[src/rtl/unit_pkg.sv]
// rtl/unit_pkg.sv - unit type codes, slot state encoding, type tables and pool defaults
package unit_pkg;

    typedef enum logic [1:0] {
        UT_NONE   = 2'd0,
        UT_LIGHT  = 2'd1,
        UT_MEDIUM = 2'd2,
        UT_HEAVY  = 2'd3
    } unit_type_e;

    typedef enum logic [1:0] {
        ST_IDLE   = 2'd0,
        ST_DEPLOY = 2'd1,
        ST_ALIVE  = 2'd2
    } slot_state_e;

    localparam int N_SLOTS_DEF   = 4;
    localparam int POS_W_DEF     = 9;
    localparam int HP_W_DEF      = 8;
    localparam int DMG_W_DEF     = 8;
    localparam int SPAWN_POS_DEF = 511;
    localparam int SPAWN_GAP_DEF = 8;
    localparam int ATK_CD_DEF    = 3;

    function automatic logic [7:0] unit_hp(input logic [1:0] t);
        case (t)
            UT_LIGHT, UT_MEDIUM, UT_HEAVY: unit_hp = 8'd255;
            default:                       unit_hp = 8'd0;
        endcase
    endfunction

    function automatic logic [7:0] unit_power(input logic [1:0] t);
        case (t)
            UT_LIGHT:  unit_power = 8'd32;
            UT_MEDIUM: unit_power = 8'd64;
            UT_HEAVY:  unit_power = 8'd255;
            default:   unit_power = 8'd0;
        endcase
    endfunction

endpackage

[src/rtl/unit_slot.sv]
// rtl/unit_slot.sv - one unit slot: lifecycle FSM with hp, position and attack cooldown
module unit_slot
    import unit_pkg::*;
#(
    parameter int POS_W     = POS_W_DEF,
    parameter int HP_W      = HP_W_DEF,
    parameter int DMG_W     = DMG_W_DEF,
    parameter int SPAWN_POS = SPAWN_POS_DEF,
    parameter int ATK_CD    = ATK_CD_DEF
) (
    input  logic              clk,
    input  logic              reset,
    input  logic              deploy_i,
    input  logic [1:0]        type_i,
    input  logic              move_tick_i,
    input  logic [POS_W-1:0]  enemy_front_i,
    input  logic              hit_i,
    input  logic [DMG_W-1:0]  damage_i,
    output slot_state_e       state_o,
    output logic [1:0]        type_o,
    output logic [POS_W-1:0]  pos_o,
    output logic [DMG_W-1:0]  power_o,
    output logic              fire_o
);

    localparam int CD_W = (ATK_CD > 1) ? $clog2(ATK_CD + 1) : 1;
    localparam int CW   = (HP_W > DMG_W) ? HP_W : DMG_W;

    slot_state_e      state_q;
    logic [1:0]       type_q;
    logic [HP_W-1:0]  hp_q;
    logic [HP_W-1:0]  hp_d;
    logic [POS_W-1:0] pos_q;
    logic [CD_W-1:0]  cd_q;
    logic [DMG_W-1:0] power_q;
    logic             advance;
    logic             killed;

    assign advance = enemy_front_i < pos_q;
    assign killed  = (state_q == ST_ALIVE) && hit_i && (CW'(hp_q) <= CW'(damage_i));
    // Survivors only: damage is strictly below hp here, so it fits in HP_W.
    assign hp_d    = hit_i ? hp_q - HP_W'(damage_i) : hp_q;
    assign fire_o  = (state_q == ST_ALIVE) && move_tick_i && !advance && (cd_q == '0) && !killed;

    always_ff @(posedge clk or posedge reset) begin
        if (reset) begin
            state_q <= ST_IDLE;
            type_q  <= 2'd0;
            hp_q    <= '0;
            pos_q   <= '1;
            cd_q    <= '0;
            power_q <= '0;
        end else begin
            case (state_q)
                ST_IDLE: begin
                    if (deploy_i) begin
                        state_q <= ST_DEPLOY;
                        type_q  <= type_i;
                        hp_q    <= HP_W'(unit_hp(type_i));
                        power_q <= DMG_W'(unit_power(type_i));
                        pos_q   <= POS_W'(SPAWN_POS);
                        cd_q    <= '0;
                    end
                end
                ST_DEPLOY: state_q <= ST_ALIVE;
                ST_ALIVE: begin
                    if (killed) begin
                        state_q <= ST_IDLE;
                        type_q  <= 2'd0;
                        hp_q    <= '0;
                        pos_q   <= '1;
                        cd_q    <= '0;
                        power_q <= '0;
                    end else begin
                        hp_q <= hp_d;
                        if (move_tick_i) begin
                            if (advance)
                                pos_q <= pos_q - 1'b1;
                            else if (cd_q == '0)
                                cd_q <= CD_W'(ATK_CD - 1);
                            else
                                cd_q <= cd_q - 1'b1;
                        end
                    end
                end
                default: state_q <= ST_IDLE;
            endcase
        end
    end

    assign state_o = state_q;
    assign type_o  = type_q;
    assign pos_o   = pos_q;
    assign power_o = power_q;

endmodule

[src/rtl/unit_pool.sv]
// rtl/unit_pool.sv - pool of unit slots with spawn arbitration, front tracking and damage aggregation
module unit_pool
    import unit_pkg::*;
#(
    parameter int N_SLOTS   = N_SLOTS_DEF,
    parameter int POS_W     = POS_W_DEF,
    parameter int HP_W      = HP_W_DEF,
    parameter int DMG_W     = DMG_W_DEF,
    parameter int SPAWN_POS = SPAWN_POS_DEF,
    parameter int SPAWN_GAP = SPAWN_GAP_DEF,
    parameter int ATK_CD    = ATK_CD_DEF
) (
    input  logic                     clk,
    input  logic                     reset,
    input  logic                     spawn_req_i,
    input  logic [1:0]               spawn_type_i,
    output logic                     spawn_ack_o,
    input  logic                     move_tick_i,
    input  logic                     damage_en_i,
    input  logic [DMG_W-1:0]         damage_in_i,
    input  logic [POS_W-1:0]         enemy_front_i,
    output logic [POS_W-1:0]         front_pos_o,
    output logic                     front_valid_o,
    output logic [DMG_W-1:0]         damage_out_o,
    output logic                     damage_valid_o,
    output logic [N_SLOTS-1:0]       alive_mask_o,
    output logic [2*N_SLOTS-1:0]     slot_type_o,
    output logic [POS_W*N_SLOTS-1:0] slot_pos_o
);

    localparam int IDX_W     = (N_SLOTS > 1) ? $clog2(N_SLOTS) : 1;
    localparam int SUM_W     = DMG_W + $clog2(N_SLOTS + 1);
    localparam int GAP_LIMIT = SPAWN_POS - SPAWN_GAP;

    slot_state_e                   state_w [N_SLOTS];
    logic [N_SLOTS-1:0][POS_W-1:0] pos_w;
    logic [N_SLOTS-1:0][DMG_W-1:0] power_w;
    logic [N_SLOTS-1:0]            fire_w;
    logic [N_SLOTS-1:0]            hit_w;
    logic [N_SLOTS-1:0]            deploy_sel;
    logic [N_SLOTS-1:0]            deploy_w;
    logic [N_SLOTS-1:0]            alive_mask;
    logic                          any_idle;
    logic                          gap_ok;
    logic                          accept;
    logic                          found;
    logic [POS_W-1:0]              best_pos;
    logic [IDX_W-1:0]              best_idx;
    logic [SUM_W-1:0]              sum;
    logic [DMG_W-1:0]              damage_d;

    logic                          spawn_ack_q;
    logic [DMG_W-1:0]              damage_q;
    logic                          damage_valid_q;
    logic [POS_W-1:0]              front_pos_q;
    logic                          front_valid_q;

    // Deploying units already sit at SPAWN_POS, so they count toward the gap rule.
    always_comb begin
        any_idle   = 1'b0;
        deploy_sel = '0;
        gap_ok     = 1'b1;
        alive_mask = '0;
        found      = 1'b0;
        best_pos   = '1;
        best_idx   = '0;
        for (int i = 0; i < N_SLOTS; i++) begin
            if (state_w[i] == ST_IDLE && !any_idle) begin
                deploy_sel[i] = 1'b1;
                any_idle      = 1'b1;
            end
            if (state_w[i] != ST_IDLE && int'(pos_w[i]) > GAP_LIMIT)
                gap_ok = 1'b0;
            alive_mask[i] = (state_w[i] == ST_ALIVE);
            if (alive_mask[i] && (!found || pos_w[i] < best_pos)) begin
                found    = 1'b1;
                best_pos = pos_w[i];
                best_idx = IDX_W'(i);
            end
        end
    end

    assign accept   = spawn_req_i && (spawn_type_i != 2'd0) && any_idle && gap_ok;
    assign deploy_w = accept ? deploy_sel : '0;

    always_comb begin
        hit_w = '0;
        if (damage_en_i && found)
            hit_w[best_idx] = 1'b1;
    end

    always_comb begin
        sum = '0;
        for (int i = 0; i < N_SLOTS; i++)
            if (fire_w[i])
                sum = sum + SUM_W'(power_w[i]);
    end

    assign damage_d = (|sum[SUM_W-1:DMG_W]) ? '1 : sum[DMG_W-1:0];

    for (genvar g = 0; g < N_SLOTS; g++) begin : g_slot
        unit_slot #(
            .POS_W    (POS_W),
            .HP_W     (HP_W),
            .DMG_W    (DMG_W),
            .SPAWN_POS(SPAWN_POS),
            .ATK_CD   (ATK_CD)
        ) u_slot (
            .clk          (clk),
            .reset        (reset),
            .deploy_i     (deploy_w[g]),
            .type_i       (spawn_type_i),
            .move_tick_i  (move_tick_i),
            .enemy_front_i(enemy_front_i),
            .hit_i        (hit_w[g]),
            .damage_i     (damage_in_i),
            .state_o      (state_w[g]),
            .type_o       (slot_type_o[2*g +: 2]),
            .pos_o        (pos_w[g]),
            .power_o      (power_w[g]),
            .fire_o       (fire_w[g])
        );
        assign slot_pos_o[POS_W*g +: POS_W] = pos_w[g];
    end

    always_ff @(posedge clk or posedge reset) begin
        if (reset) begin
            spawn_ack_q    <= 1'b0;
            damage_q       <= '0;
            damage_valid_q <= 1'b0;
            front_pos_q    <= '1;
            front_valid_q  <= 1'b0;
        end else begin
            spawn_ack_q    <= accept;
            damage_q       <= move_tick_i ? damage_d : '0;
            damage_valid_q <= move_tick_i;
            front_pos_q    <= found ? best_pos : '1;
            front_valid_q  <= found;
        end
    end

    assign spawn_ack_o    = spawn_ack_q;
    assign damage_out_o   = damage_q;
    assign damage_valid_o = damage_valid_q;
    assign front_pos_o    = front_pos_q;
    assign front_valid_o  = front_valid_q;
    assign alive_mask_o   = alive_mask;

endmodule

[config.mk]
export PLATFORM = sky130hd
export DESIGN_NAME = unit_pool
export DESIGN_NICKNAME = d
export VERILOG_FILES = /design/src/rtl/unit_pkg.sv /design/src/rtl/unit_slot.sv /design/src/rtl/unit_pool.sv
export SDC_FILE = /design/constraint.sdc
export NUM_CORES = 1
export LEC_CHECK = 0
export ABC_AREA = 1
export CAP_MARGIN = 15
export CORE_AREA = 2 2 159 145
export CTS_CLUSTER_DIAMETER = 120
export DETAILED_ROUTE_END_ITERATION = 12
export DIE_AREA = 0 0 161 147
export GPL_ROUTABILITY_DRIVEN = 0
export PLACE_DENSITY_LB_ADDON = 0.05
export SETUP_SLACK_MARGIN = 0.1
export SLEW_MARGIN = 20
export SYNTH_ARGS = -nofsm -noshare
export SYNTH_HDL_FRONTEND = slang
export SYNTH_SLANG_ARGS = --single-unit
[constraint.sdc]
create_clock -name clk -period 7.9 [get_ports clk]
set_clock_uncertainty 0.1 [all_clocks]
set_input_delay 1.975 -clock clk [delete_from_list [all_inputs] [get_ports clk]]
set_output_delay 1.975 -clock clk [all_outputs]
set_load 0.02 [all_outputs]
# After elaboration in Yosys (flattened, before gate mapping)
# Cells that the tools add are included.
# totals
ff_bits	144
in_bits	24
# classes
addsub	15
order_cmp	17
eq_ne	35
n_mux	127
n_reduce_logical	95
# ops
operator	n
8-bit 2-to-1 mux	24
9-bit 2-to-1 mux	21
8-bit one-hot mux with 2 select lines	8
9-bit one-hot mux with 2 select lines	4
2-bit 2-to-1 mux	34
9-bit < comparator	7
1-bit logical AND	39
9-bit > comparator, second input constant	4
9-bit by 1-bit subtractor with 9-bit output, second input constant	4
11-bit by 8-bit adder with 11-bit output	3
11-bit 2-to-1 mux	3
8-bit less-or-equal comparator	4
2-bit one-hot mux with 2 select lines	8
4-bit AND reduction	8
8-bit subtractor	4
3-bit by 1-bit != test with 1-bit output, second input constant	8
2-bit one-hot mux with 3 select lines	4
8-bit one-hot mux with 3 select lines	1
3-bit AND reduction	8
2-bit nonzero test	9
1-bit 2-to-1 mux	17
2-bit zero test	8
1-bit zero test	14
2-bit == test, second input constant	6
other kinds (13)	39

# Logic depth before layout (Yosys ltp)
# Gate-level depths: netlist (run 1).
# depth
word_depth	33
depth_mapped	67
depth_no_buf	65

# Cells and area by module
# Synthesis (run 1) repeated with hierarchy kept, for this count alone.
# hier_totals
cells_unflattened	1581
area_unflattened_um2	11141.9
# by_module_without_submodules
mod	instances	cells_each	area_each_um2	seq_area_each_um2
unit_slot at g_slot[0].u_slot ...	3	278	2028.2	661.9
unit_pool	1	469	3027.9	511.7
unit_slot at g_slot[3].u_slot	1	278	2029.4	661.9

# Least setup slack after synthesis (run 1)
# OpenSTA, ideal clock, no wires.
# synth_path
kind	register -> register
startpoint	reg g_slot[0].u_slot.state_q[0]
endpoint	reg damage_q[0], in the netlist damage_out_o[0]
arrival_ns	8.307
required_time_ns	7.675
slack_ns	-0.631
stages_incl_launch_ff	63
period_less_slack_ns	8.531
path_cell_list	dfrtp_1 nor2_2 inv_1 clkbuf_1 nor2_1 ha_1 a21o_1 nor2_1 nand3_1 nand2_2 nand2_4 clkbuf_1 nand2_1 o21ai_0 ha_1 nand2_1 o21a_1 o221a_2 [... 27 more ...] inv_1 ha_1 a21oi_1 nand2_1 a21oi_1 nor2_1 nor2_1 nor2_1 nor2_1 nor2_1 nor2_1 nor2_1 nor2_1 nand3_1 nand2_1 nand2_1 nor2_4 nand2_1
# synth_between
elab_chain_len	33
# synth_lines
item	line	rtl
start: declaration	unit_slot.sv:29	slot_state_e state_q;
start signal: assignment	unit_slot.sv:47	state_q <= ST_IDLE;
start signal: assignment	unit_slot.sv:57	state_q <= ST_DEPLOY;
start signal: assignment	unit_slot.sv:65	ST_DEPLOY: state_q <= ST_ALIVE;
2-bit == test *	unit_pool.sv:74	alive_mask[i] = (state_w[i] == ST_ALIVE);
via alive_mask_o[0]	unit_pool.sv:26	output logic [N_SLOTS-1:0] alive_mask_o,
9-bit 2-to-1 mux / 1-bit 2-to-1 mux (equally long branches)	unit_pool.sv:75	if (alive_mask[i] && (!found || pos_w[i] < best_pos)) begin
9-bit < comparator / 1-bit zero test (equally long branches)	unit_pool.sv:75	
1-bit logical OR	unit_pool.sv:75	
1-bit logical AND	unit_pool.sv:75	
9-bit 2-to-1 mux / 1-bit 2-to-1 mux (equally long branches)	unit_pool.sv:75	
9-bit < comparator / 1-bit zero test (equally long branches)	unit_pool.sv:75	
[... 18 more ...]	--	
11-bit 2-to-1 mux	unit_pool.sv:95	if (fire_w[i])
11-bit by 8-bit adder with 11-bit output	unit_pool.sv:96	sum = sum + SUM_W'(power_w[i]);
11-bit 2-to-1 mux	unit_pool.sv:95	
11-bit by 8-bit adder with 11-bit output	unit_pool.sv:96	
11-bit 2-to-1 mux *	unit_pool.sv:95	
3-bit OR reduction	unit_pool.sv:99	assign damage_d = (|sum[SUM_W-1:DMG_W]) ? '1 : sum[DMG_W-1:0];
8-bit 2-to-1 mux *	unit_pool.sv:99	
8-bit 2-to-1 mux *	unit_pool.sv:135	damage_q <= move_tick_i ? damage_d : '0;
end signal: assignment	unit_pool.sv:135	
end: declaration	unit_pool.sv:53	logic [DMG_W-1:0] damage_q;
# The timed path passes the listed nets; every way through them passes the cells marked *.
# A chain may end at the register's enable or synchronous reset.

# Worst setup path in the final report (run 1)
# layout_path
startpoint	reg g_slot[0].u_slot.state_q[0]
endpoint	reg damage_q[2], in the netlist damage_out_o[2]
# layout_between
elab_chain_len	33
# layout_lines
item	line
2-bit == test *	unit_slot.sv:40, unit_slot.sv:43, unit_pool.sv:74
9-bit 2-to-1 mux / 1-bit 2-to-1 mux (equally long branches)	unit_pool.sv:75
9-bit < comparator / 1-bit zero test (equally long branches)	unit_pool.sv:75
1-bit logical OR	unit_pool.sv:75
1-bit logical AND	unit_pool.sv:75
9-bit 2-to-1 mux / 1-bit 2-to-1 mux (equally long branches)	unit_pool.sv:75
9-bit < comparator / 1-bit zero test (equally long branches)	unit_pool.sv:75
1-bit logical OR	unit_pool.sv:75
[... 17 more ...]	--
11-bit 2-to-1 mux	unit_pool.sv:95
11-bit by 8-bit adder with 11-bit output	unit_pool.sv:96
11-bit 2-to-1 mux	unit_pool.sv:95
11-bit by 8-bit adder with 11-bit output	unit_pool.sv:96
11-bit 2-to-1 mux *	unit_pool.sv:95
3-bit OR reduction	unit_pool.sv:99
8-bit 2-to-1 mux *	unit_pool.sv:99
8-bit 2-to-1 mux *	unit_pool.sv:135
# Every way passes the cells marked *; elsewhere a longest branch is shown, timed or not.

==> results of run 1 <==
[how the worst min path moves through the flow]
| stage | start | end | slack, ps | cells after the start |
|---|---|---|---|---|
| after detailed placement | g_slot[1].u_slot.type_o[0]$_DFFE_PP0P_ | g_slot[1].u_slot.type_o[0]$_DFFE_PP0P_ | 360 | 2 |
| after CTS | g_slot[1].u_slot.type_o[0]$_DFFE_PP0P_ | g_slot[1].u_slot.type_o[0]$_DFFE_PP0P_ | 370 | 2 |
| after global routing | g_slot[3].u_slot.state_o[1]$_DFFE_PP0P_ | g_slot[3].u_slot.state_o[1]$_DFFE_PP0P_ | 400 | 1 |
| after floorplan | g_slot[2].u_slot.cd_q[0]$_DFFE_PP0P_ | g_slot[2].u_slot.cd_q[0]$_DFFE_PP0P_ | 340 | 2 |
| after global placement | g_slot[1].u_slot.type_o[0]$_DFFE_PP0P_ | g_slot[1].u_slot.type_o[0]$_DFFE_PP0P_ | 360 | 2 |
| final | g_slot[1].u_slot.type_o[0]$_DFFE_PP0P_ | g_slot[1].u_slot.type_o[0]$_DFFE_PP0P_ | 370 | 2 |
[report_power, final]
group | internal [mW] | switching (mW) | total [mW]
Sequential | 0.956 | 0.274 | 1.23
Clock | 0.511 | 0.292 | 0.802
Combinational | 1.26 | 1.80 | 3.06
Total | 2.73 | 2.37 | 5.10
[area by class of cell]
class                      instances  area share (%)
clock buffer                      24            3.65
tap                              297            2.87
sequential                       124            24.4
multi-input combinational        920            49.2
inverter                         200            5.94
timing repair buffer             187            13.0
clock inverter                     8           0.910
[registers in the layout, summed over array words and instances, names as in the netlist, 8 cells and up]
| register | flops |
|---|---|
| g_slot.u_slot.hp_q | 32 |
| g_slot.u_slot.power_o | 12 |
| front_pos_o | 9 |
| damage_out_o | 8 |
| g_slot.u_slot.cd_q | 8 |
| g_slot.u_slot.pos_o | 36 |
| g_slot.u_slot.state_o | 8 |
| g_slot.u_slot.type_o | 8 |
[cells by family after synthesis]
family / count (synthesis) / share of synthesized area (%)
compound gates: 237 / 13.8
xor+xnor: 42 / 3.76
simple gates: 508 / 24.0
flops: 124 / 32.3
fa+ha+maj: 132 / 17.6
buf+inv: 216 / 8.62
[cells in the final DEF, fill, tap and decap left out, types with 5 or more instances in the layout]
cell type        instances
o21ai_1                 22
dfstp_2                 45
nand2_4                 15
nor2_4                  13
nand2_1                221
clkbuf_1                 5
a21oi_2                 11
ha_4                    17
fa_1                     8
a21oi_1                 57
nand3_1                 75
o21ai_0                 64
inv_1                  187
inv_2                   10
nor4_1                   7
o21ai_4                  8
nor2_2                   7
o22ai_1                 31
o21bai_1                 7
nand3b_1                 8
dfrtp_1                 79
o21ai_2                  8
nor2_1                  84
ha_1                   103
nand4_1                 13
clkbuf_16               18
nand2_2                 33
buf_4                   92
xor2_1                  29
nor3_1                  14
xnor2_1                 13
clkdlybuf4s50_1         91
[metrics by stage]
stage          util, %  power (mW)
6_report          58.4        5.10
5_1_grt           58.4        5.51
4_1_cts           56.7        4.92
3_5_place_dp      52.3        3.94
3_3_place_gp      52.3        3.91
2_1_floorplan        -        3.04
[per-layer routing]
metal	wire length [µm]	part of all wire [%]	global-route usage (%)	up-vias
met4	772	2.6	7.81	0
met1	15000	50	38.6	4237
met5	0	0	0	-
li1	-	-	-	4573
met2	12500	42	37.0	244
met3	1470	5.0	3.87	47
[worst max-delay path, delay by kind of cell, from the launching register on]
kind	cells	cell delay, ps
AO/OA/AOI/OAI	9	1450
flip-flops	1	410
AND/OR/NAND/NOR	35	3140
buffers and inverters	8	600
adder cells (fa/ha/maj)	8	2180
[timing repair]
| item | 4_1_cts | 5_1_grt |
|---|---|---|
| pin swaps | 7 | 32 |
| resized for setup | 51 | 57 |
| setup endpoints to repair | 8 | 8 |
| cloned | 1 | 1 |
| buffers inserted | 26 | 7 |
==> results.py, run 1 <==
metrics = {
    "outcome": {
        "status": "complete, but fails checks",
        "violations": "setup timing",
    },
    "power_and_ir_drop": {
        "power_leakage_nw": 6.31,
        "power_density_mw_per_mm2": 394,
        "irDropWorstVdd_mv": 0.200,
    },
    "finish": {
        "fin_area_mm2": 0.0129,
        "seqCellArea_mm2": 0.00316,
        "stdcell_count": 1760,
        "area_growth_syn_to_layout_pct": 32.0,
        "nets": 1606,
        "fill_cells": 2008,
        "drive_gt1_share_pct": 21.5,
        "diodes": 0,
        "multi_input_comb_area_mm2": 0.00636,
    },
    "die": {
        "io_pins": 92,
        "rows": 52,
        "die_y_um": 147,
        "start_util_pct": 44.3,
        "die_w_um": 161,
        "fp.dieArea_mm2": 0.0237,
        "core_region_area_mm2": 0.0221,
    },
    "critical_path": {
        "worstSetupStartpoint": "g_slot[0].u_slot.state_o[0]$_DFFE_PP0P_",
        "crit_end": "damage_out_o[2]$_DFF_PP0_",
        "critPathMostFrequentCell": "nand2_2",
        "r2r_end": "damage_out_o[2]$_DFF_PP0_",
        "cp_slowest_cell": "fa_1",
        "reg2reg_slack_ps": -130,
        "cp-end-kind": "flip-flop",
        "startpoint_type": "flip-flop",
        "path_max_fanout": 8,
        "crit_type": "reg2reg",
        "r2r_cells": 60,
        "arrival_ps": 8230,
        "max_stage_delay_ps": 480,
        "cp_data_required_time_ps": 8100,
        "reg2reg_from": "g_slot[0].u_slot.state_o[0]$_DFFE_PP0P_",
    },
    "timing": {
        "slew_headroom_pct": 40.8,
        "rsz0062_at_grt": "true",
        "slew_viol_final": 0,
        "hold_violations": 0,
        "fmaxAchievable_mhz": 125,
        "period_share_pct": 102,
        "final.min_clock_period_ps": 8030,
        "worstMarginPinSlew_ps": 881,
        "hold_ws_ps": 366,
        "finalSetupViolations": 8,
        "layout_setup_ws_ps": -128,
        "finalSetupTns_ps": -955,
    },
    "clocking": {
        "cts_tree": "yes",
        "path_clk_slew_ps": 60,
        "h-tree-depth": 4,
        "clockBufferDepth": 2,
        "cts_hold_buf": 0,
        "root_buffer": "clkbuf_16",
        "numCtsBuffers": 17,
        "clock-sinks": 124,
        "clk_latency_ps": 420,
    },
    "synth": {
        "synthDistinctLibCells": 49,
        "netlist_instances": 1259,
        "synth_commonest_cells": "241 x nand2_1, 195 x inv_1, 123 x ha_1",
        "post_synth.cell_area_avg_um2": 7.78,
        "synthArstFlopShare_pct": 100,
        "synth_area_leaders": "dfrtp_1 20%, ha_1 16%, dfstp_2 12%",
        "ys.flop_type": "dfrtp_1",
        "synth_most_common_cell": "nand2_1",
        "synth.top_cell.area_share_pct": 20.2,
        "yosysTopAreaCell": "dfrtp_1",
        "synth.cell_area_mm2": 0.00979,
        "ys_warn_count": 0,
        "synth_edf_count": 0,
        "synth_seq_cells": 124,
        "synth-seq-area-share_pct": 32.3,
        "synthesis.nets": 1415,
    },
    "routing": {
        "drtIter0Drc": 555,
        "viasPerCell": 5.17,
        "drc_errors": 0,
        "wl_mm": 29.7,
        "vias": 9101,
        "routedWlPerCell_um": 16.9,
        "dr.pass1.iters": 7,
        "ant_nets": 0,
    },
    "place": {
        "io_buffers": 91,
        "placed_cell_area_mm2": 0.0116,
        "dp.cells": 1693,
        "hpwlAfterDp_mm": 22.6,
        "pre_cts_slack_ps": -311,
    },
    "global_routing": {
        "grt_usage_pct": 25.4,
        "grt_start_max_net_pins": 64,
        "grt_pass1_vias": 8573,
        "grt_remaining_overflow": 0,
        "grt_pass1_wl_mm": 46.7,
        "antenna_found_initial": 0,
    },
    "job": {
        "maxCapViolations": 0,
    },
    "hold_path": {
        "hp-class": "reg2reg",
    },
}
No activity file was read; power rests on OpenSTA's default activity.
==> run 2, diff against run 1 <==
clock period = 6.7 ns   (was 7.9 ns; I/O delays follow)
==> run 2 against run 1 <==
Compared with the run above:
- worst hold slack improved by 5.4 ps
- sequential power increased by 12%
- sequential share of layout area decreased by 1.6 points
- largest power group unchanged
- fmax increased by 0.89%
- sequential cell count unchanged
- the flow still finishes with violations (setup timing)
- first-iteration DRC count increased by 29%
- highest routed layer unchanged
- critical path type unchanged
==> results.py, run 2 (synthesized netlist as in run 1, its figures left out) <==
metrics = {
    "timing": {
        "worstMarginPinSlew_ps": 873,
        "period_share_pct": 119,
        "rsz0062_at_grt": "true",
        "fmaxAchievable_mhz": 126,
        "finalSetupTns_ps": -9700,
        "finalSetupViolations": 8,
        "slew_headroom_pct": 41.8,
        "slew_viol_final": 0,
        "hold_ws_ps": 372,
        "final.min_clock_period_ps": 7960,
        "hold_violations": 0,
        "layout_setup_ws_ps": -1260,
    },
    "critical_path": {
        "r2r_cells": 62,
        "path_depth": 62,
        "crit_type": "reg2reg",
        "critPathMostFrequentCell": "buf_4",
        "critPathTopFamily": "buffers and inverters",
        "r2r_end": "damage_out_o[5]$_DFF_PP0_",
        "cp_slowest_cell": "fa_1",
        "worstSetupStartpoint": "g_slot[0].u_slot.state_o[0]$_DFFE_PP0P_",
        "path_max_fanout": 5,
        "cp-end-kind": "flip-flop",
        "cp_data_required_time_ps": 6910,
        "crit_buf_inv": 22,
        "crit_end": "damage_out_o[5]$_DFF_PP0_",
        "max_stage_delay_ps": 490,
        "reg2reg_slack_ps": -1260,
        "reg2reg_from": "g_slot[0].u_slot.state_o[0]$_DFFE_PP0P_",
        "arrival_ps": 8170,
        "startpoint_type": "flip-flop",
    },
    "die": {
        "start_util_pct": 44.3,
        "io_pins": 92,
        "fp.dieArea_mm2": 0.0237,
        "rows": 52,
        "core_region_area_mm2": 0.0221,
        "die_w_um": 161,
        "die_y_um": 147,
    },
    "routing": {
        "vias": 9671,
        "ant_nets": 0,
        "drtIter0Drc": 716,
        "routedWlPerCell_um": 16.3,
        "viasPerCell": 5.11,
        "dr.pass1.iters": 6,
        "drc_errors": 0,
        "wl_mm": 30.8,
    },
    "global_routing": {
        "grt_remaining_overflow": 0,
        "grt_pass1_vias": 9249,
        "grt_usage_pct": 26.5,
        "grt_start_max_net_pins": 95,
        "grt_pass1_wl_mm": 48.8,
        "antenna_found_initial": 0,
    },
    "job": {
        "maxCapViolations": 0,
    },
    "finish": {
        "drive_gt1_share_pct": 27.8,
        "nets": 1739,
        "largest_register_ffs": 36,
        "final_cell_mix": "223 x nand2_1, 223 x buf_4, 185 x inv_1",
        "diodes": 0,
        "area_growth_syn_to_layout_pct": 41.5,
    },
    "power_and_ir_drop": {
        "p_int_mw": 3.46,
        "pwr-share-comb_pct": 62.9,
        "switching_power_mw": 2.88,
        "pwr-share-seq_pct": 21.8,
        "irDropWorstVdd_mv": 0.226,
        "power_mw": 6.34,
        "swShare_pct": 45.5,
        "power_density_mw_per_mm2": 458,
        "power_frac_clock_pct": 15.3,
        "power_leakage_nw": 6.94,
    },
    "place": {
        "io_buffers": 91,
        "hpwlAfterDp_mm": 23.6,
    },
    "clocking": {
        "cts_tree": "yes",
        "numCtsBuffers": 17,
        "clockBufferDepth": 2,
        "root_buffer": "clkbuf_16",
        "cts_hold_buf": 0,
        "clock-sinks": 124,
        "clk_latency_ps": 430,
        "h-tree-depth": 4,
        "path_clk_slew_ps": 60,
    },
    "outcome": {
        "status": "complete, but fails checks",
        "violations": "setup timing",
    },
    "hold_path": {
        "hp-class": "reg2reg",
        "hold_path_depth": 1,
    },
}
## run 2: changes by cell type in the layout (fill, tap and decap cells not counted), moves of 5 or more
cell | previous run | this run
nand2_2 | 33 | 28
buf_4 | 92 | 223
ha_1 | 103 | 108
a21oi_2 | 11 | 6
clkinvlp_4 | 1 | 6
a21oi_1 | 57 | 62
## run 2: worst min path at each step
| stage | start | to | slack, ps |
|---|---|---|---|
| after CTS | g_slot[3].u_slot.state_o[1]$_DFFE_PP0P_ | g_slot[3].u_slot.state_o[1]$_DFFE_PP0P_ | 380 |
| after global placement | g_slot[3].u_slot.type_o[1]$_DFFE_PP0P_ | g_slot[3].u_slot.type_o[1]$_DFFE_PP0P_ | 360 |
| final | g_slot[3].u_slot.state_o[1]$_DFFE_PP0P_ | g_slot[3].u_slot.state_o[1]$_DFFE_PP0P_ | 370 |
| after global routing | g_slot[1].u_slot.type_o[0]$_DFFE_PP0P_ | g_slot[1].u_slot.type_o[0]$_DFFE_PP0P_ | 400 |
| after detailed placement | g_slot[1].u_slot.type_o[1]$_DFFE_PP0P_ | g_slot[1].u_slot.type_o[1]$_DFFE_PP0P_ | 360 |
| after floorplan | g_slot[2].u_slot.cd_q[0]$_DFFE_PP0P_ | g_slot[2].u_slot.cd_q[0]$_DFFE_PP0P_ | 340 |
## run 2: power groups by stage
stage               clock network (mW)  registers (mW)  logic, mW
finish                           0.968            1.38       3.99
global route                      1.02            1.42       4.42
CTS                              0.983            1.37       3.80
detailed placement                   0            1.37       3.60
global placement                     0            1.37       3.56
floorplan                            0            1.52       2.07
## run 2: repair_timing
item	CTS	global route
gates resized for setup	44	53
pin swaps	15	18
endpoints found under the setup margin	8	9
cloned	3	0
endpoints found under the hold margin	0	0
buffers inserted	34	12
## run 2: worst register-to-register path, delay by kind of cell, from the launching register on
family                     cells  cell delay [ps]
and+or+nand+nor               26             2180
AOI/OAI and AO/OA              7              920
buffers and inverters         22             2250
DFF                            1              410
adders and majority gates      7             1970
## run 2: final cells by class
class | count | area, µm²
Sequential cell | 124 | 3160
Fill cell | 1956 | 8260
Tap cell | 297 | 372
Inverter | 200 | 768
Clock inverter | 13 | 166
Timing Repair Buffer | 318 | 2630
Timing Repair inverter | 1 | 6.26
Clock buffer | 19 | 443
Multi-Input combinational cell | 921 | 6310
## run 2: routing by layer
| metal | GRT usage [%] | part of all wire (%) | up-vias |
|---|---|---|---|
| met5 | 0 | 0 | - |
| met4 | 8.17 | 2.3 | 0 |
| met3 | 4.91 | 5.3 | 46 |
| met2 | 41.1 | 45 | 263 |
| met1 | 37.6 | 48 | 4525 |
| li1 | - | - | 4837 |
## run 2: stage by stage
step / instance area [µm²] / setup slack (ps) / cells / util [%]
detailed placement: 12500 / -1270 / 1812 / 56.4
global placement: 12500 / -1080 / 1812 / 56.4
floorplan: 9960 / -1210 / 1259 / -
finish: 13900 / -1260 / 1893 / 62.6
CTS: 13500 / -972 / 1881 / 61.1
global route: 13900 / -1730 / 1893 / 62.6
